--- config.mk ---
export PLATFORM = sky130hd
export DESIGN_NAME = v_serial_subtractor
export DESIGN_NICKNAME = d
export VERILOG_FILES = /design/src/rtl/v_arith_pkg.sv /design/src/rtl/v_sub_digit.sv /design/src/rtl/v_serial_subtractor.sv
export SDC_FILE = /design/constraint.sdc
export NUM_CORES = 1
export LEC_CHECK = 0
export BUFFER_PORTS_ARGS = -buffer_cell sky130_fd_sc_hd__buf_2
export CAP_MARGIN = 20
export CORE_MARGIN = 10
export CORE_UTILIZATION = 48
export CTS_CLUSTER_DIAMETER = 50
export DETAILED_ROUTE_END_ITERATION = 16
export PLACE_DENSITY = 0.73
export RECOVER_POWER = 25
export SLEW_MARGIN = 20
export SYNTH_ARGS = -nofsm -noshare
export SYNTH_HDL_FRONTEND = slang
export SYNTH_SLANG_ARGS = --single-unit
--- constraint.sdc ---
create_clock -name c -period 2.1 [get_ports c]
set_input_delay 0.315 -clock c [delete_from_list [all_inputs] [get_ports c]]
set_output_delay 0.315 -clock c [all_outputs]
set_load 0.1 [all_outputs]
--- src/rtl/v_arith_pkg.sv ---
// Shared definitions for the digit-serial arithmetic blocks: FSM state
// encoding and the counter-width helper.
package v_arith_pkg;

  typedef enum logic [1:0] {
    S_IDLE = 2'd0,
    S_RUN  = 2'd1,
    S_DONE = 2'd2
  } state_t;

  // Bits needed to count 0..value-1, never less than one so a single-digit
  // configuration still has a legal counter.
  function automatic int clog2_min1(input int value);
    int w;
    w = 1;
    while ((1 << w) < value) w++;
    return w;
  endfunction

endpackage

--- src/rtl/v_sub_digit.sv ---
// One DIGIT-bit slice of the subtractor: difference and borrow-out of
// a - b - bin. Purely combinational; the borrow chain between digits is
// closed through the caller's borrow register.
module v_sub_digit #(
  parameter int DIGIT = 2
) (
  input  logic [DIGIT-1:0] a,
  input  logic [DIGIT-1:0] b,
  input  logic             bin,
  output logic [DIGIT-1:0] d,
  output logic             bout
);

  // The extra MSB of the (DIGIT+1)-bit result goes to 1 exactly when the
  // slice underflows, which is the borrow-out.
  assign {bout, d} = {1'b0, a} - {1'b0, b} - {{DIGIT{1'b0}}, bin};

endmodule

--- src/rtl/v_serial_subtractor.sv ---
// Digit-serial unsigned subtractor with borrow out. Accepts A/B on a
// valid/ready handshake, processes DIGIT bits per cycle for WIDTH/DIGIT
// cycles, then presents DIFF = A - B (mod 2^WIDTH) and BO = (A < B) until
// the consumer takes them.
module v_serial_subtractor
  import v_arith_pkg::*;
#(
  parameter int WIDTH = 8,
  parameter int DIGIT = 2
) (
  input  logic             c,
  input  logic             r,
  input  logic             in_valid,
  output logic             in_ready,
  input  logic [WIDTH-1:0] a,
  input  logic [WIDTH-1:0] b,
  output logic             out_valid,
  input  logic             out_ready,
  output logic [WIDTH-1:0] diff,
  output logic             bo
);

  localparam int N     = WIDTH / DIGIT;
  localparam int CNT_W = clog2_min1(N);
  localparam logic [CNT_W-1:0] LAST = CNT_W'(N - 1);

  // Refuse to build a configuration where the digits do not tile the word.
  if (DIGIT < 1 || (WIDTH % DIGIT) != 0) begin : g_bad_digit
    $error("v_serial_subtractor: DIGIT (%0d) must divide WIDTH (%0d)", DIGIT, WIDTH);
  end

  state_t           state, state_nxt;
  logic [WIDTH-1:0] a_sr, b_sr, res_sr, res_next;
  logic [CNT_W-1:0] cnt;
  logic             borrow;
  logic [DIGIT-1:0] dig_d;
  logic             dig_bout;

  v_sub_digit #(.DIGIT(DIGIT)) u_digit (
    .a    (a_sr[DIGIT-1:0]),
    .b    (b_sr[DIGIT-1:0]),
    .bin  (borrow),
    .d    (dig_d),
    .bout (dig_bout)
  );

  // New digit enters at the MSB end; after N shifts the first digit sits at
  // bit 0 and the word is in natural order.
  assign res_next = WIDTH'({dig_d, res_sr} >> DIGIT);

  assign in_ready  = (state == S_IDLE) && !r;
  assign out_valid = (state == S_DONE);

  // State register; reset wins over every other input.
  always_ff @(posedge c) begin
    // NOTE: sequential state always uses non-blocking assignment so every
    // flop samples pre-edge values regardless of block ordering.
    if (r) state <= S_IDLE;
    else   state <= state_nxt;
  end

  // Next-state logic: one pass through RUN per digit, then hold in DONE.
  always_comb begin
    // NOTE: default first so no path through the case leaves state_nxt
    // unassigned, which would infer a latch.
    state_nxt = state;
    unique case (state)
      S_IDLE:  if (in_valid)   state_nxt = S_RUN;
      S_RUN:   if (cnt == LAST) state_nxt = S_DONE;
      S_DONE:  if (out_ready)  state_nxt = S_IDLE;
      default: state_nxt = S_IDLE;
    endcase
  end

  // Datapath: operand capture, per-digit shift/subtract, result publish.
  always_ff @(posedge c) begin
    if (r) begin
      // NOTE: the operand and result shift registers are cleared too; they
      // are few flops and a known value keeps DIFF and debug views clean.
      a_sr   <= '0;
      b_sr   <= '0;
      res_sr <= '0;
      cnt    <= '0;
      borrow <= 1'b0;
      diff   <= '0;
      bo     <= 1'b0;
    end else begin
      unique case (state)
        S_IDLE: begin
          if (in_valid) begin
            a_sr   <= a;
            b_sr   <= b;
            cnt    <= '0;
            borrow <= 1'b0;
          end
        end
        S_RUN: begin
          a_sr   <= a_sr >> DIGIT;
          b_sr   <= b_sr >> DIGIT;
          res_sr <= res_next;
          borrow <= dig_bout;
          cnt    <= cnt + CNT_W'(1);
          // Outputs move only on the edge that enters DONE.
          if (cnt == LAST) begin
            diff <= res_next;
            bo   <= dig_bout;
          end
        end
        default: ;
      endcase
    end
  end

endmodule

* Word level (Yosys, flattened, before mapping)
Index checks and enable logic that the tools add are counted.
Word-level totals: register bits after elaboration 38, input bits 20, output and inout port bits 11, logic and storage cells 36
Cells by class: add/sub/neg operators 3, eq/ne operators 6, mux-type cells 12, reductions and logical operators 7
Operator list (number):
- $pmux 8 s2 | 2
- $mux 8 | 2
- $mux 2 | 4
- $pmux 2 s3 | 1
- $eq 2x2->1 const B | 2
- $ne 2x2->1 const B | 2
- $pmux 2 s2 | 1
- $reduce_and 2->1 | 2
- $reduce_and 3->1 | 1
- $sub 2x2->3 | 1
- $sub 3x1->3 | 1
- $add 2x1->2 const B | 1
- $eq 2x1->1 const B | 1
- $logic_not 2->1 | 1
- $ne 2x1->1 const B | 1
- $pmux 1 s2 | 1
- $reduce_bool 2->1 | 1
- $logic_and 1x1->1 | 1
- $logic_not 1->1 | 1
- $mux 1 | 1

* Longest topological paths before layout
Gate-level depths: netlist of run 1.
depth after elaboration 3, depth in mapped cells 8, gate-level depth less buffers 8

* Modules after synthesis
From an unflattened synthesis of run 1, not the netlist that was laid out.
Unflattened totals: cell total of the unflattened synthesis 168, area, all modules 1525.2 um^2
Modules (own cells, without submodules):
- v_serial_subtractor | times used 1, cells an instance 160, area an instance 1462.7 um^2, sequential area each 720.7 um^2
- v_sub_digit | times used 1, cells an instance 8, area an instance 62.6 um^2, sequential area each 0.0 um^2

* Worst setup path before layout of run 1
Ideal clock, no wire load.
path kind input -> output, from input r, to output in_ready, arrival 2.700 ns, required time 1.785 ns, setup slack -0.915 ns, cell stages on the path 3, buffers on the path 2, path through buf_2 -> buf_1 -> nor3_1
On the way: longest elaborated chain between the ends 2
RTL lines:
- start, declared | line v_serial_subtractor.sv:12 | input logic r,
- $logic_not 1->1 | line v_serial_subtractor.sv:51 | assign in_ready = (state == S_IDLE) && !r;
- $logic_and 1x1->1 | line v_serial_subtractor.sv:51
- end, declared | line v_serial_subtractor.sv:14 | output logic in_ready,
No other way between the ends.

* Final worst setup path of run 1
from register borrow, to register res_sr[7]
On the way: longest elaborated chain between the ends 1
RTL lines:
- start, declared | line v_serial_subtractor.sv:35 | logic borrow;
- start signal, assigned | line v_serial_subtractor.sv:101 | borrow <= dig_bout;
- $sub 3x1->3 | line v_sub_digit.sv:16 | assign {bout, d} = {1'b0, a} - {1'b0, b} - {{DIGIT{1'b0}}, bin};
- via dig_d[1] | line v_serial_subtractor.sv:36 | logic [DIGIT-1:0] dig_d;
- end signal, assigned | line v_serial_subtractor.sv:100 | res_sr <= res_next;
- end, declared | line v_serial_subtractor.sv:33 | logic [WIDTH-1:0] a_sr, b_sr, res_sr, res_next;
The timed path passes the listed nets, and every way through them passes these cells. A chain may end at the register's enable or synchronous reset.

==> impl.org, run 1 <==
** Synth
- By area, the combinational part of the netlist is dominated by compound AO/OA/AOI/OAI gates.
- The portion of synthesized area spent on multiplexers is 0.00640.
- Main area contributors after synthesis :: dfxtp_1, a21oi_1, o221a_1
- Synthesis Warnings :: 0
- The commonest cells after synthesis are dfxtp_1, a21oi_1, nand2_1.
- Post-synth top area cell :: dfxtp_1
- Yosys reg bits :: 36
- Portion of the post-synthesis area used by sequential elements :: 0.461
- Synthesis produced 170 cells.
- Of the post-synthesis cell area, the dominant cell type holds 0.461.
- Cell area after technology mapping :: 1560 um2
- The complex-gate fraction of the synthesized area is 0.233.
- Of the total synthesized cell area, the portion taken by XOR and XNOR cells is 0.00560.
- After synthesis, the mean cell area works out to 9.20 um2.
- Arithmetic-cell share of the synthesized area counting full adders, half adders and majority gates :: 0.0496
- The most used flip-flop cell after synthesis is dfxtp_1.
- Synthesis produced a netlist with a net count of 195.
- dfxtp_1 is the most common cell in the netlist.
- Counting flops with a built-in enable in the synthesized netlist gives 0.
- Number of library cell types mapped by synthesis :: 32
- Of all flip-flops after synthesis, the portion carrying an async set or reset was 0.
- Synthesized-area fraction occupied by and/or/nand/nor cells :: 0.156

** Clocking
- TritonCTS created 5 clock buffers.
- The clock net in this run drives a total of 36 sinks.
- In this run the deepest clock path goes through 2 buffers.
- The clock reaches the later pin of the worst-skew pair after 0.34 ns.
- Number of H-tree branching levels :: 2
- In this run, post-CTS hold repair placed 0 buffers.
- TritonCTS clock tree :: yes
- Post-CTS setup buffer count :: 0
- After clock tree synthesis, the clock-pin slew on the worst setup and hold paths is 0.11 ns.
- Clk Tree Root Cell :: clkbuf_4

** Placed design
- Port Buf Inserts :: 30
- The congestion estimate from routability-driven global placement came to 0.729.
- DP Wirelength :: 2.30 mm
- Counting tap cells, the placed design contains a total of 234 instances.

** Route
- Once detail routing completed, the nets flagged for antenna violations numbered 0.
- In the routed layout, each cell is associated on average with a via count of 5.04.
- The first routing iteration left 65 violations.
- The routed layout has 1,220 vias.
- The routed design has 3.22 mm of wire.
- WL/cell :: 13.3 um
- The first detailed-routing pass took 4 iterations.
- DRC violation count after routing :: 0

** Die
- During I/O placement, the number of pins put on the boundary was 31.
- The core region is 3080 um2.
- The floorplan step defined a die boundary enclosing 5940 um2.
- For this configuration, the core starts out at a cell density of 0.508.
- Number of rows in the core area :: 20
- Horizontal extent of the die :: 77.1 um
- From bottom edge to top edge, the die measures 77.1 um.

** Setup path
- CP Launch Point :: borrow$_SDFFE_PP0P_
- Along the worst path, the maximum fanout reaches 2.
- Arrival time worst endpoint :: 2.38 ns
- For the worst flop-to-flop path, the logic depth is 8.
- The startpoint identified for the worst register-to-register timing path is borrow$_SDFFE_PP0P_.
- Startpoint type of the worst setup path :: flip-flop
- Category of the critical setup timing path :: flip-flop to flip-flop
- In this run the register-to-register setup slack is -0.007 ns.
- Required time worst endpoint :: 2.38 ns
- Sort of element at the end of the critical path :: flip-flop
- Worst reg2reg endpoint :: res_sr[7]$_SDFFE_PP0N_
- CP Capture Point :: res_sr[7]$_SDFFE_PP0N_

** Layout
- Once layout is complete, the cells apart from fillers number 242.
- Final layout net count :: 222
- Summing all multi-input logic gate instances after layout gives 714 um2.
- Compared with the post-synthesis result, the final layout area differs by 13.6%.
- At the end of the flow the core is filled with cells to 0.577.
- Of the cells placed in the final design, the portion with a size suffix greater than 1 is 0.278.
- The layout has 276 filler cells.
- Registers take 724 um2.
- The repair_antennas step left the layout with diodes totalling 0.

** Global routing
- Global routing usage on met1 :: 0.135
- Met3 usage in global routing :: 0.0385
- Overflow after GRT :: 0
- For met2 alone, demand over resource in global routing was 0.162.
- met2 is the most crowded layer.
- In the global route stage, overall resource usage came out at 0.109.
- First-pass GRT wire length :: 5.33 mm
- Largest net degree at the start of global routing :: 37
- Antenna violations before repair :: 0
- Number of global-route vias before repair :: 1,155

** Run status
- The final reports fail on negative setup slack.
- The flow ran to the end, but the final reports show violations.

** Power
- Power per cell area :: 753 nW/um2
- Across the VDD grid, the largest voltage drop is 0.411 mV.
- After layout, the design draws a total of 0.00134 W.
- The analysis attributes to cell leakage a power of 0.710 nW.

** STA
- For the finished layout, the period the worst path requires is 2.11 ns.
- Dividing the final minimum period by the clock period gives 1.00.
- Fin. Hold Viols :: 0
- Across all setup checks in the final design, the least slack found is -0.00662 ns.
- Clock skew on the completed layout was measured at 0.00589 ns.
- Headroom to the max-slew limit came out at 0.643.
- Setup violations remaining at the end of the flow were counted as 1.
- RSZ-0062 raised after global routing :: true
- Fmax achieved :: 475 MHz
- Actual transition at the worst max-transition pin :: 0.534 ns
- Number of max-slew violations in the final report :: 0

** Flow run
- Max-cap violations in this run came to 0.

** Worst hold path
- Tightest Hold Check Type :: input port to flip-flop
==> routing by layer <==
metal  vias to the layer above  share of wire
met5                         -              0
met4                         0          0.020
met3                         7          0.051
met2                        29           0.45
met1                       547           0.48
li1                        637              -
==> repair_timing <==
item | CTS | global route
endpoints found under the setup margin | 4 | 4
pin swaps | 2 | 0
resized for setup | 5 | 1
==> placed cells by master (no fill, tap or decap), types with 2 or more instances in the layout <==
master / Yosys / final
inv_1: 17 / 16
o221a_1: 11 / 11
o21ai_1: 4 / 4
nand3b_1: 4 / 4
nand2b_1: 2 / 2
clkinv_2: 0 / 2
a21oi_1: 29 / 29
a211oi_2: 2 / 2
clkbuf_4: 0 / 5
fa_1: 2 / 2
nor2_1: 6 / 6
ha_1: 3 / 2
buf_2: 3 / 30
dfxtp_1: 36 / 33
dfxtp_2: 0 / 3
nand2_1: 24 / 24
a211oi_1: 2 / 2
nor2_2: 2 / 2
==> cells by family after synthesis <==
| family | count (synthesis) |
|---|---|
| flops | 36 |
| mux | 1 |
| fa+ha+maj | 5 |
| simple gates | 47 |
| compound gates | 52 |
| xor+xnor | 1 |
| buf+inv | 28 |
==> metrics by stage <==
step / instance area (um2) / hold slack [ns] / setup slack, ns / setup TNS [ns]
6_report: 1780 / 0.223 / -0.00662 / -0.00662
5_1_grt: 1780 / 0.208 / -0.0851 / -0.233
4_1_cts: 1780 / 0.217 / -0.00646 / -0.00646
3_5_place_dp: 1710 / 0.447 / -0.0682 / -0.160
3_3_place_gp: 1710 / 0.441 / 0.0103 / 0
2_1_floorplan: 1570 / 0.432 / -0.0593 / -0.0593
==> report_power, final <==
group	internal [W]	switching (W)
logic	0.0000889	0.000111
clock network	0.000159	0.000227
registers	0.000722	0.0000293
==> registers in the layout, summed over array words and instances (netlist names) <==
name    flops
a_sr        8
b_sr        8
diff        8
res_sr      6
cnt         2
state       2
bo          1
borrow      1
==> area by class of cell <==
class                           instances  share of cell area
Tap cell                               44              0.0310
Clock buffer                            6              0.0289
Multi-Input combinational cell        106               0.402
Inverter                               17              0.0359
Timing Repair Buffer                   31              0.0887
Clock inverter                          2             0.00563
Sequential cell                        36               0.408
==> worst min path at each step <==
| stage | cells past startpoint | slack, ns | from | endpoint |
|---|---|---|---|---|
| floorplan | 2 | 0.43 | res_sr[2]$_SDFFE_PP0N_ | diff[0]$_SDFFE_PP0P_ |
| global placement | 2 | 0.44 | diff[0]$_SDFFE_PP0P_ | diff[0]$_SDFFE_PP0P_ |
| detailed placement | 2 | 0.45 | diff[3]$_SDFFE_PP0P_ | diff[3]$_SDFFE_PP0P_ |
| CTS | 3 | 0.22 | b[7] | b_sr[7]$_SDFFE_PP0P_ |
| global route | 3 | 0.21 | out_ready | state[1]$_SDFFE_PP0P_ |
| finish | 3 | 0.22 | b[7] | b_sr[7]$_SDFFE_PP0P_ |
==> worst max-delay path, cell delays in order (launching register included) <==
cell	delay, ns
dfxtp_2	0.35
inv_2	0.04
fa_1	0.53
inv_1	0.05
ha_2	0.16
or2_4	0.22
fa_1	0.50
nand2_1	0.06
a21oi_1	0.14
No activity file was read; power rests on OpenSTA's default activity.
==> inputs of run 2 (changes only) <==
Settings changed: ABC_AREA from default to 1, CORE_UTILIZATION 48 to 49.
==> impl.org, run 2 <==
** Placed design
- Number of placed cells counting well taps :: 330 (+41%)
- DP Wirelength :: 2.32 mm (+0.93%)
- Final weighted congestion in routability-driven placement :: 0.727 (-0.19%)
- The number of port buffers was 30 (unchanged).

** Setup path
- Startpoint type of the worst setup path :: flip-flop
- In this run the worst setup path begins at b_sr[0]$_SDFFE_PP0P_.
- CP max FO :: 2 (unchanged)
- Required time worst endpoint :: 2.39 ns (about the same)
- STA classifies the critical path endpoint as a flip-flop.
- The startpoint identified for the worst register-to-register timing path is b_sr[0]$_SDFFE_PP0P_.
- The arrival time of the worst setup path was 2.36 ns (-0.02 ns).
- Category of the critical setup timing path :: flip-flop to flip-flop

** Layout
- Commonest non-fill, non-tap cell in the layout :: nand2_1
- The antenna diode instance count is 0 (unchanged).
- Compared with the post-synthesis result, the final layout area differs by 16.0%.
- The largest registers in the layout are a_sr: 8 flops, b_sr: 8 flops, diff: 8 flops.
- The non-filler instance count after layout came to 338 (+40%).
- Commonest cells after routing, fill and taps aside :: nand2_1, inv_1, nor2_1
- Final layout net count :: 316 (+42%)
- Final-layout fill cell count :: 319 (+16%)
- The layout cell share with drive strength beyond 1 is 0.199 (-0.0791).

** Synth
- Number of library cell types mapped by synthesis :: 22 (-31%)
- Mean instance size in the synthesized netlist :: 6.70 um2 (-27%)
- Post-synth top area cell :: dfxtp_1
- In the post-synthesis netlist, the cell with the most instances is nand2_1.
- Cell area after technology mapping :: 1750 um2 (+12%)
- By count the netlist is led by nand2_1, inv_1, nor2_1.
- The area share of the largest cell type after synthesis is 0.412 (-0.0485).
- Synthesis Warnings :: 0 (unchanged)
- Yosys reg bits :: 36 (unchanged)
- Post-synth EDFFs :: 0 (unchanged)
- Number of nets produced by synthesis :: 286 (+47%)
- Sorting the synthesized cells by area gives the leading types as dfxtp_1, nand2_1, inv_1.
- Proportion of synthesized flip-flops having asynchronous set or reset :: 0 (unchanged)
- The count of mapped cells out of synthesis is 261 (+54%).
- Dominant register cell in the synthesized netlist :: dfxtp_1
- The share of the yosys chip area belonging to registers was 0.412 (-0.0485).

** Die
- Horizontal extent of the die :: 79.7 um (+3.4%)
- Number of rows in the core area :: 21 (+5.0%)
- I/O pin count :: 31 (unchanged)
- CORE AREA :: 3390 um2 (+10%)
- Die height :: 79.7 um (+3.4%)
- The die outline area came to 6360 um2 (+7.0%).
- Starting Density :: 0.516 (+0.00756)

** Route
- Drt first pass iters :: 4 (unchanged)
- Antenna Violating Nets Remaining :: 0 (unchanged)
- WL final :: 3.35 mm (+4.0%)
- The via count of the routed design is 1,495 (+23%).
- The per-cell via count in the routed design is 4.42 (-12%).
- The DRC violations left came to 0 (unchanged).
- The routed length per placed instance was 9.92 um (-26%).
- The violation count after the first detailed-routing iteration is 85 (+31%).

** Power
- The clock share of power was 0.346 (+0.057).
- Share of total power in combinational logic :: 0.175 (+0.025)
- The total leakage power is 1.06 nW (+50%).
- The power dissipated by switching net loads came to 0.000417 W (+14%).
- The fraction of power consumed by sequential logic was 0.479 (-0.083).
- Power per cell area :: 773 nW/um2 (+2.8%)
- Switching power as a share of total power :: 0.266 (-0.00878)
- Internal portion of total power :: 0.00115 W (+19%)
- The peak supply drop is 0.406 mV (-1.1%).

** Global routing
- Number of global-route vias before repair :: 1,399 (+21%)
- The maximum number of pins on one net before global-route repair came to 32 (-14%).
- The overall track demand over capacity in global routing was 0.116 (+0.00729).
- The wire length of the first global-routing pass is 5.99 mm (+12%).
- The number of antenna violations at the first check in global routing came to 0 (unchanged).
- The final global-route overflow total is 0 (unchanged).

** STA
- Fmax achieved :: 482 MHz (+1.6%)
- Setup repair after global routing could not meet its margin everywhere.
- Post-layout min period :: 2.07 ns (-0.0340 ns)
- Actual transition at the worst max-transition pin :: 0.727 ns (+0.193 ns)
- Post-Route Skew :: 0.00860 ns (+0.00271 ns)
- The number of endpoints with negative hold slack in the final report was 0 (unchanged).
- Final setup fails :: 0 (-1)
- Worst hold margin :: 0.207 ns (-0.0162 ns)
- Number of max-slew violations in the final report :: 0 (unchanged)
- Fraction of the cycle the final worst path needs :: 0.987 (-0.0162)
- Worst slew margin :: 0.513 (-0.130)

** Clocking
- The deepest level of the CTS H-tree is 2 (unchanged).
- The number of buffers inserted for hold repair after clock tree synthesis was 0 (unchanged).
- Clock insertion delay at the later pin of the skew report :: 0.34 ns (about the same)
- Clk Tree Root Cell :: clkbuf_4
- The clock net sink count is 36 (unchanged).
- Total clock buffers created by CTS :: 5 (unchanged)
- TritonCTS clock tree :: yes
- The clock transition time at the flip-flop clock pins of the worst setup and hold paths is 0.11 ns (about the same).
- The maximum buffer depth of the clock tree came to 2 (unchanged).
- Post-CTS setup buffer count :: 0 (unchanged)

** Worst hold path
- Hold wc startpoint :: out_ready
- The min-delay analysis places its worst path in the category input port to flip-flop.

** Flow run
- Count of maximum capacitance violations :: 0 (unchanged)

** Run status
- The run finished with clean final reports.
==> run 2: changes by cell type in the layout (fill, tap and decap cells not counted), sizes merged, moves of 2 or more <==
cell,change
nand2b,-3
and2b,-2
o21ai,+4
nand2,+59
buf,+3
inv,+32
nor2,+32
nand3b,-5
a21oi,-7
o221a,-12
a211oi,-4
clkinv,-2
nand3,+4
==> run 2: cell type report <==
cell class                      instances  area (um2)  share of cell area
Multi-Input combinational cell        165         787               0.388
Sequential cell                        36         724               0.357
Tap cell                               46        57.6              0.0284
Clock inverter                          1        30.0              0.0148
Clock buffer                            7        65.1              0.0321
Inverter                               49         184              0.0907
Timing Repair Buffer                   34         180              0.0888
==> run 2: power by group through the flow <==
stage | Sequential (W) | Clock, W | Combinational, W
6_report | 0.000751 | 0.000542 | 0.000275
5_1_grt | 0.000757 | 0.000583 | 0.000322
4_1_cts | 0.000749 | 0.000559 | 0.000269
3_5_place_dp | 0.000764 | 0 | 0.000263
3_3_place_gp | 0.000763 | 0 | 0.000258
2_1_floorplan | 0.000763 | 0 | 0.000210
==> run 2: metal layers <==
layer	up-vias	routed length (um)	track usage
met5	-	0	0
met4	0	55	0.0484
met3	5	182	0.0439
met2	36	1470	0.182
met1	630	1640	0.139
li1	824	-	-
==> run 2: worst max-delay path, stage by stage (launching register included) <==
cell and delay [ns]:
dfxtp_2 0.34, inv_2 0.04, fa_1 0.53, inv_1 0.05
ha_2 0.16, or2_4 0.22, fa_2 0.54, o21ai_2 0.05
nor2_1 0.10
==> run 2: repair_timing <==
action                     in CTS  in global routing
pin swaps                       3                  6
gates cloned                    0                  0
resized for setup               3                  7
setup endpoints to repair       3                  4
==> run 2: stage by stage <==
step | power (W) | TNS [ns] | utilization | cell area [um2] | worst slack (ns)
final | 0.00157 | 0 | 0.598 | 2030 | 0.0274
after global routing | 0.00166 | -0.131 | 0.598 | 2030 | -0.0893
after CTS | 0.00158 | 0 | 0.592 | 2010 | 0.00348
after detailed placement | 0.00103 | -0.0791 | 0.563 | 1910 | -0.0732
after global placement | 0.00102 | -0.00542 | 0.563 | 1910 | -0.00542
after floorplan | 0.000973 | -0.219 | - | 1750 | -0.0884
==> run 2: worst paths after layout <==
path                            endpoint  slack, ns  cells after the start
hold / removal     state[1]$_SDFFE_PP0P_       0.21                      4
setup / recovery  res_sr[7]$_SDFFE_PP0N_       0.03                      8
hold reg to reg     a_sr[7]$_SDFFE_PP0P_       0.47                      2
setup reg to reg  res_sr[7]$_SDFFE_PP0N_       0.03                      8
==> run 2: kinds of logic after synthesis <==
| logic type | Yosys count | share of synthesized area |
|---|---|---|
| and+or+nand+nor | 129 | 0.297 |
| buffers and inverters | 60 | 0.153 |
| DFF | 36 | 0.412 |
| AOI/OAI and AO/OA | 30 | 0.0880 |
| adders and majority gates | 5 | 0.0444 |
| xor gates and xnor gates | 1 | 0.00501 |
==> inputs of run 3 (changes only) <==
Settings changed: CORE_UTILIZATION 49 to 48, SYNTH_HIERARCHICAL from default to 1.
==> impl.org, run 3 <==
** Die
- Number of rows in the core area :: 20 (-4.8%)
- CORE AREA :: 3050 um2 (-9.9%)
- The vertical die dimension is 76.7 um (-3.8%).
- I/O pin count :: 31 (unchanged)
- The die width came to 76.7 um (-3.8%).
- The die outline area was 5880 um2 (-7.5%).
- The initial cell density of the core was 0.505 (-0.0104).

** Route
- The routed length per placed instance is 12.0 um (+21%).
- Via count :: 1,400 (-6.4%)
- DRC violation count after routing :: 0 (unchanged)
- The length of the first detailed-routing pass in iterations was 4 (unchanged).
- WL final :: 3.47 mm (+3.6%)
- First-iteration detailed-routing DRC count :: 80 (-5.9%)
- Drt via density :: 4.84 (+9.5%)
- The antenna violation net count after detailed routing was 0 (unchanged).

** Setup path
- CP Launch Point :: state[1]$_SDFFE_PP0P_
- Number of cells on the critical path :: 5 (-3)
- The cell family contributing the most delay on the critical path is simple AND/OR/NAND/NOR gates.
- Startpoint type of the worst setup path :: flip-flop
- The peak per-stage delay on the critical path came to 0.50 ns (-0.04 ns).
- Required time worst endpoint :: 2.38 ns (about the same)
- Worst path buffer plus inverter count :: 1 (-1)
- CP dominant cell by count :: nand2_1
- The depth of the worst register-to-register path was 5 (-3).
- Worst reg2reg endpoint :: diff[3]$_SDFFE_PP0P_
- Arrival time worst endpoint :: 2.03 ns (-0.33 ns)
- The critical path ends at diff[3]$_SDFFE_PP0P_.
- Category of the critical setup timing path :: flip-flop to flip-flop
- Ordered list of cells on the worst path :: inv_1 -> nand2_1 -> nor2_2 -> nand2_1 -> a21oi_1
- The maximum fanout along the worst path is 23 (+21).
- Startpoint of the lowest-slack register-to-register path :: state[1]$_SDFFE_PP0P_
- The flop-to-flop setup slack was 0.35 ns (+0.32 ns).
- Sort of element at the end of the critical path :: flip-flop
- The slowest stage of the critical path belongs to the cell nor2_2.

** STA
- RSZ-0062 raised after global routing :: false
- The number of endpoints with negative hold slack in the final report was 0 (unchanged).
- Post-Route Skew :: 0.0140 ns (+0.00543 ns)
- Worst slew margin :: 0.481 (-0.0321)
- Final-layout setup total negative slack :: 0 ns (unchanged)
- The final max-slew violation count is 0 (unchanged).
- Fmax achieved :: 572 MHz (+19%)
- The measured slew at the worst slew-check pin came to 0.776 ns (+0.0490 ns).
- Fraction of the cycle the final worst path needs :: 0.832 (-0.154)
- Post-layout min period :: 1.75 ns (-0.324 ns)
- The final setup violation count was 0 (unchanged).

** Clocking
- Clock insertion delay at the later pin of the skew report :: 0.35 ns (about the same)
- Number of buffers inserted by hold repair at cts :: 0 (unchanged)
- The deepest level of the CTS H-tree came to 2 (unchanged).
- The clock transition time at the flip-flop clock pins of the worst setup and hold paths is 0.12 ns (about the same).
- Total clock buffers created by CTS :: 5 (unchanged)
- TritonCTS clock tree :: yes
- The maximum buffer depth of the clock tree is 2 (unchanged).
- Post-cts repair resize count :: 0 (-3)
- Sinks on the clock net :: 36 (unchanged)
- Post-CTS setup buffer count :: 0 (unchanged)
- Clk Tree Root Cell :: clkbuf_4

** Power
- Internal portion of total power :: 0.000912 W (-21%)
- The peak supply drop came to 0.474 mV (+17%).
- The fraction of power consumed by sequential logic was 0.573 (+0.094).
- The power density normalized to cell area was 726 nW/um2 (-6.1%).
- The power dissipated by switching net loads came to 0.000376 W (-9.8%).
- The switching fraction of total power is 0.292 (+0.0261).
- The combinational power share is 0.143 (-0.032).
- The clock share of power was 0.284 (-0.062).
- Leakage power :: 0.871 nW (-18%)

** Global routing
- The number of global-route vias before repair is 1,310 (-6.4%).
- The number of antenna violations at the first check in global routing came to 0 (unchanged).
- The final global-route overflow total came to 0 (unchanged).
- The wire length of the first global-routing pass was 5.88 mm (-1.9%).
- GRT Total Usage :: 0.120 (+0.00382)
- The maximum number of pins on one net before global-route repair is 24 (-25%).

** Synth
- Portion of the post-synthesis area used by sequential elements :: 0.467 (+0.0548)
- The number of flip-flops and latches in the synthesized netlist came to 36 (unchanged).
- Most numerous cell types in the synthesized netlist :: nand2_1, dfxtp_1, nand3_1
- Share of the synthesized area in the top cell type :: 0.467 (+0.0548)
- The count of synthesis-stage warnings from yosys is 6 (+6).
- The synthesized netlist net count came to 239 (-16%).
- Number of library cell types mapped by synthesis :: 14 (-36%)
- The count of mapped cells out of synthesis is 216 (-17%).
- The share of flip-flops with an asynchronous set or reset is 0 (unchanged).
- Dominant register cell in the synthesized netlist :: dfxtp_1
- The count of flip-flops with a built-in enable after synthesis came to 0 (unchanged).
- The mapped cell area was 1540 um2 (-12%).
- In the post-synthesis netlist, the cell with the most instances is nand2_1.
- Main area contributors after synthesis :: dfxtp_1, nand3_1, nand2_1
- dfxtp_1 takes more of the synthesized area than any other cell.
- Mean instance size in the synthesized netlist :: 7.14 um2 (+6.6%)

** Layout
- The net total in the final layout is 267 (-16%).
- Antenna fix cells :: 0 (unchanged)
- Commonest cells after routing, fill and taps aside :: nand2_1, nand3_1, dfxtp_1
- Fraction of layout instances using a drive strength above 1 :: 0.180 (-0.0190)
- From synthesis to final layout, the design area changed by 15.0%.
- Largest registers in the final layout :: a_sr: 8 flops, b_sr: 8 flops, diff: 8 flops
- Commonest non-fill, non-tap cell in the layout :: nand2_1
- The non-filler instance count after layout is 289 (-14%).

** Placed design
- The total placed cells including tap cells was 281 (-15%).
- The number of port buffers was 30 (unchanged).
- The HPWL after detailed placement was 2.36 mm (+1.7%).
- The placer congestion estimate is 0.741 (+1.9%).

** Worst hold path
- Hold Crit Depth :: 4 (unchanged)
- Tightest Hold Check Type :: input port to flip-flop

** Run status
- The flow ran to the end, and the final reports show no timing, DRC or antenna violations.

** Flow run
- The number of max-capacitance violations reported was 0 (unchanged).
-- run 3: cell count changes after synthesis, moves of 4 or more --
cell	delta
buf_2	+5
inv_1	-23
o21ai_0	+5
nand3_1	+32
nor2_1	-9
a21oi_1	-7
nand2_1	-34
buf_6	-4
-- run 3: layout make-up --
type / instances / area (um2)
fillers: 330 / 1280
flip-flops and latches: 36 / 721
multi-input cells: 145 / 672
repair buffers: 32 / 180
inverters: 24 / 90.1
well taps: 44 / 55.1
clock buffers: 5 / 37.5
clock inverters: 3 / 18.8
-- run 3: worst min path at each step --
stage	endpoint	startpoint	slack, ns
finish	state[1]$_SDFFE_PP0P_	out_ready	0.20
global route	a_sr[6]$_SDFFE_PP0P_	a[6]	0.19
CTS	state[1]$_SDFFE_PP0P_	out_ready	0.18
detailed placement	diff[2]$_SDFFE_PP0P_	diff[2]$_SDFFE_PP0P_	0.45
global placement	diff[5]$_SDFFE_PP0P_	diff[5]$_SDFFE_PP0P_	0.45
floorplan	cnt[0]$_SDFFE_PP0P_	cnt[0]$_SDFFE_PP0P_	0.43
-- run 3: cells by family (layout without fill, tap and decap cells) --
kind of cell,Yosys count,count (layout),share of synthesized area
simple gates,117,117,0.320
buf+inv,35,64,0.0973
fa+ha+maj,3,3,0.0341
compound gates,25,25,0.0811
flops,36,36,0.467
-- run 3: worst register-to-register path: stages (launching register included) --
cell,delay (ns)
dfxtp_1,0.36
inv_1,0.10
nand2_1,0.47
nor2_2,0.50
nand2_1,0.09
a21oi_1,0.16
-- run 3: layer usage --
| metal | global-route usage | routed length (um) |
|---|---|---|
| met5 | 0 | 0 |
| met1 | 0.133 | 1620 |
| met4 | 0.0613 | 53 |
| met3 | 0.0513 | 239 |
| met2 | 0.191 | 1550 |
-- run 3: per-stage QoR --
stage | total power, W | cell area [um2] | setup slack, ns | utilization | hold slack, ns
after global routing | 0.00137 | 1770 | 0.167 | 0.581 | 0.192
final | 0.00129 | 1770 | 0.352 | 0.581 | 0.196
after CTS | 0.00131 | 1780 | 0.346 | 0.582 | 0.178
after global placement | 0.000935 | 1720 | 0.589 | 0.564 | 0.445
after floorplan | 0.000888 | 1550 | 0.0655 | - | 0.429
after detailed placement | 0.000938 | 1720 | 0.564 | 0.564 | 0.450
-- run 3: power groups by stage --
stage	sequential (W)	combinational, W	clock [W]
6_report	0.000738	0.000184	0.000366
5_1_grt	0.000743	0.000210	0.000413
3_5_place_dp	0.000754	0.000184	0
2_1_floorplan	0.000751	0.000137	0
3_3_place_gp	0.000752	0.000182	0
4_1_cts	0.000738	0.000185	0.000385
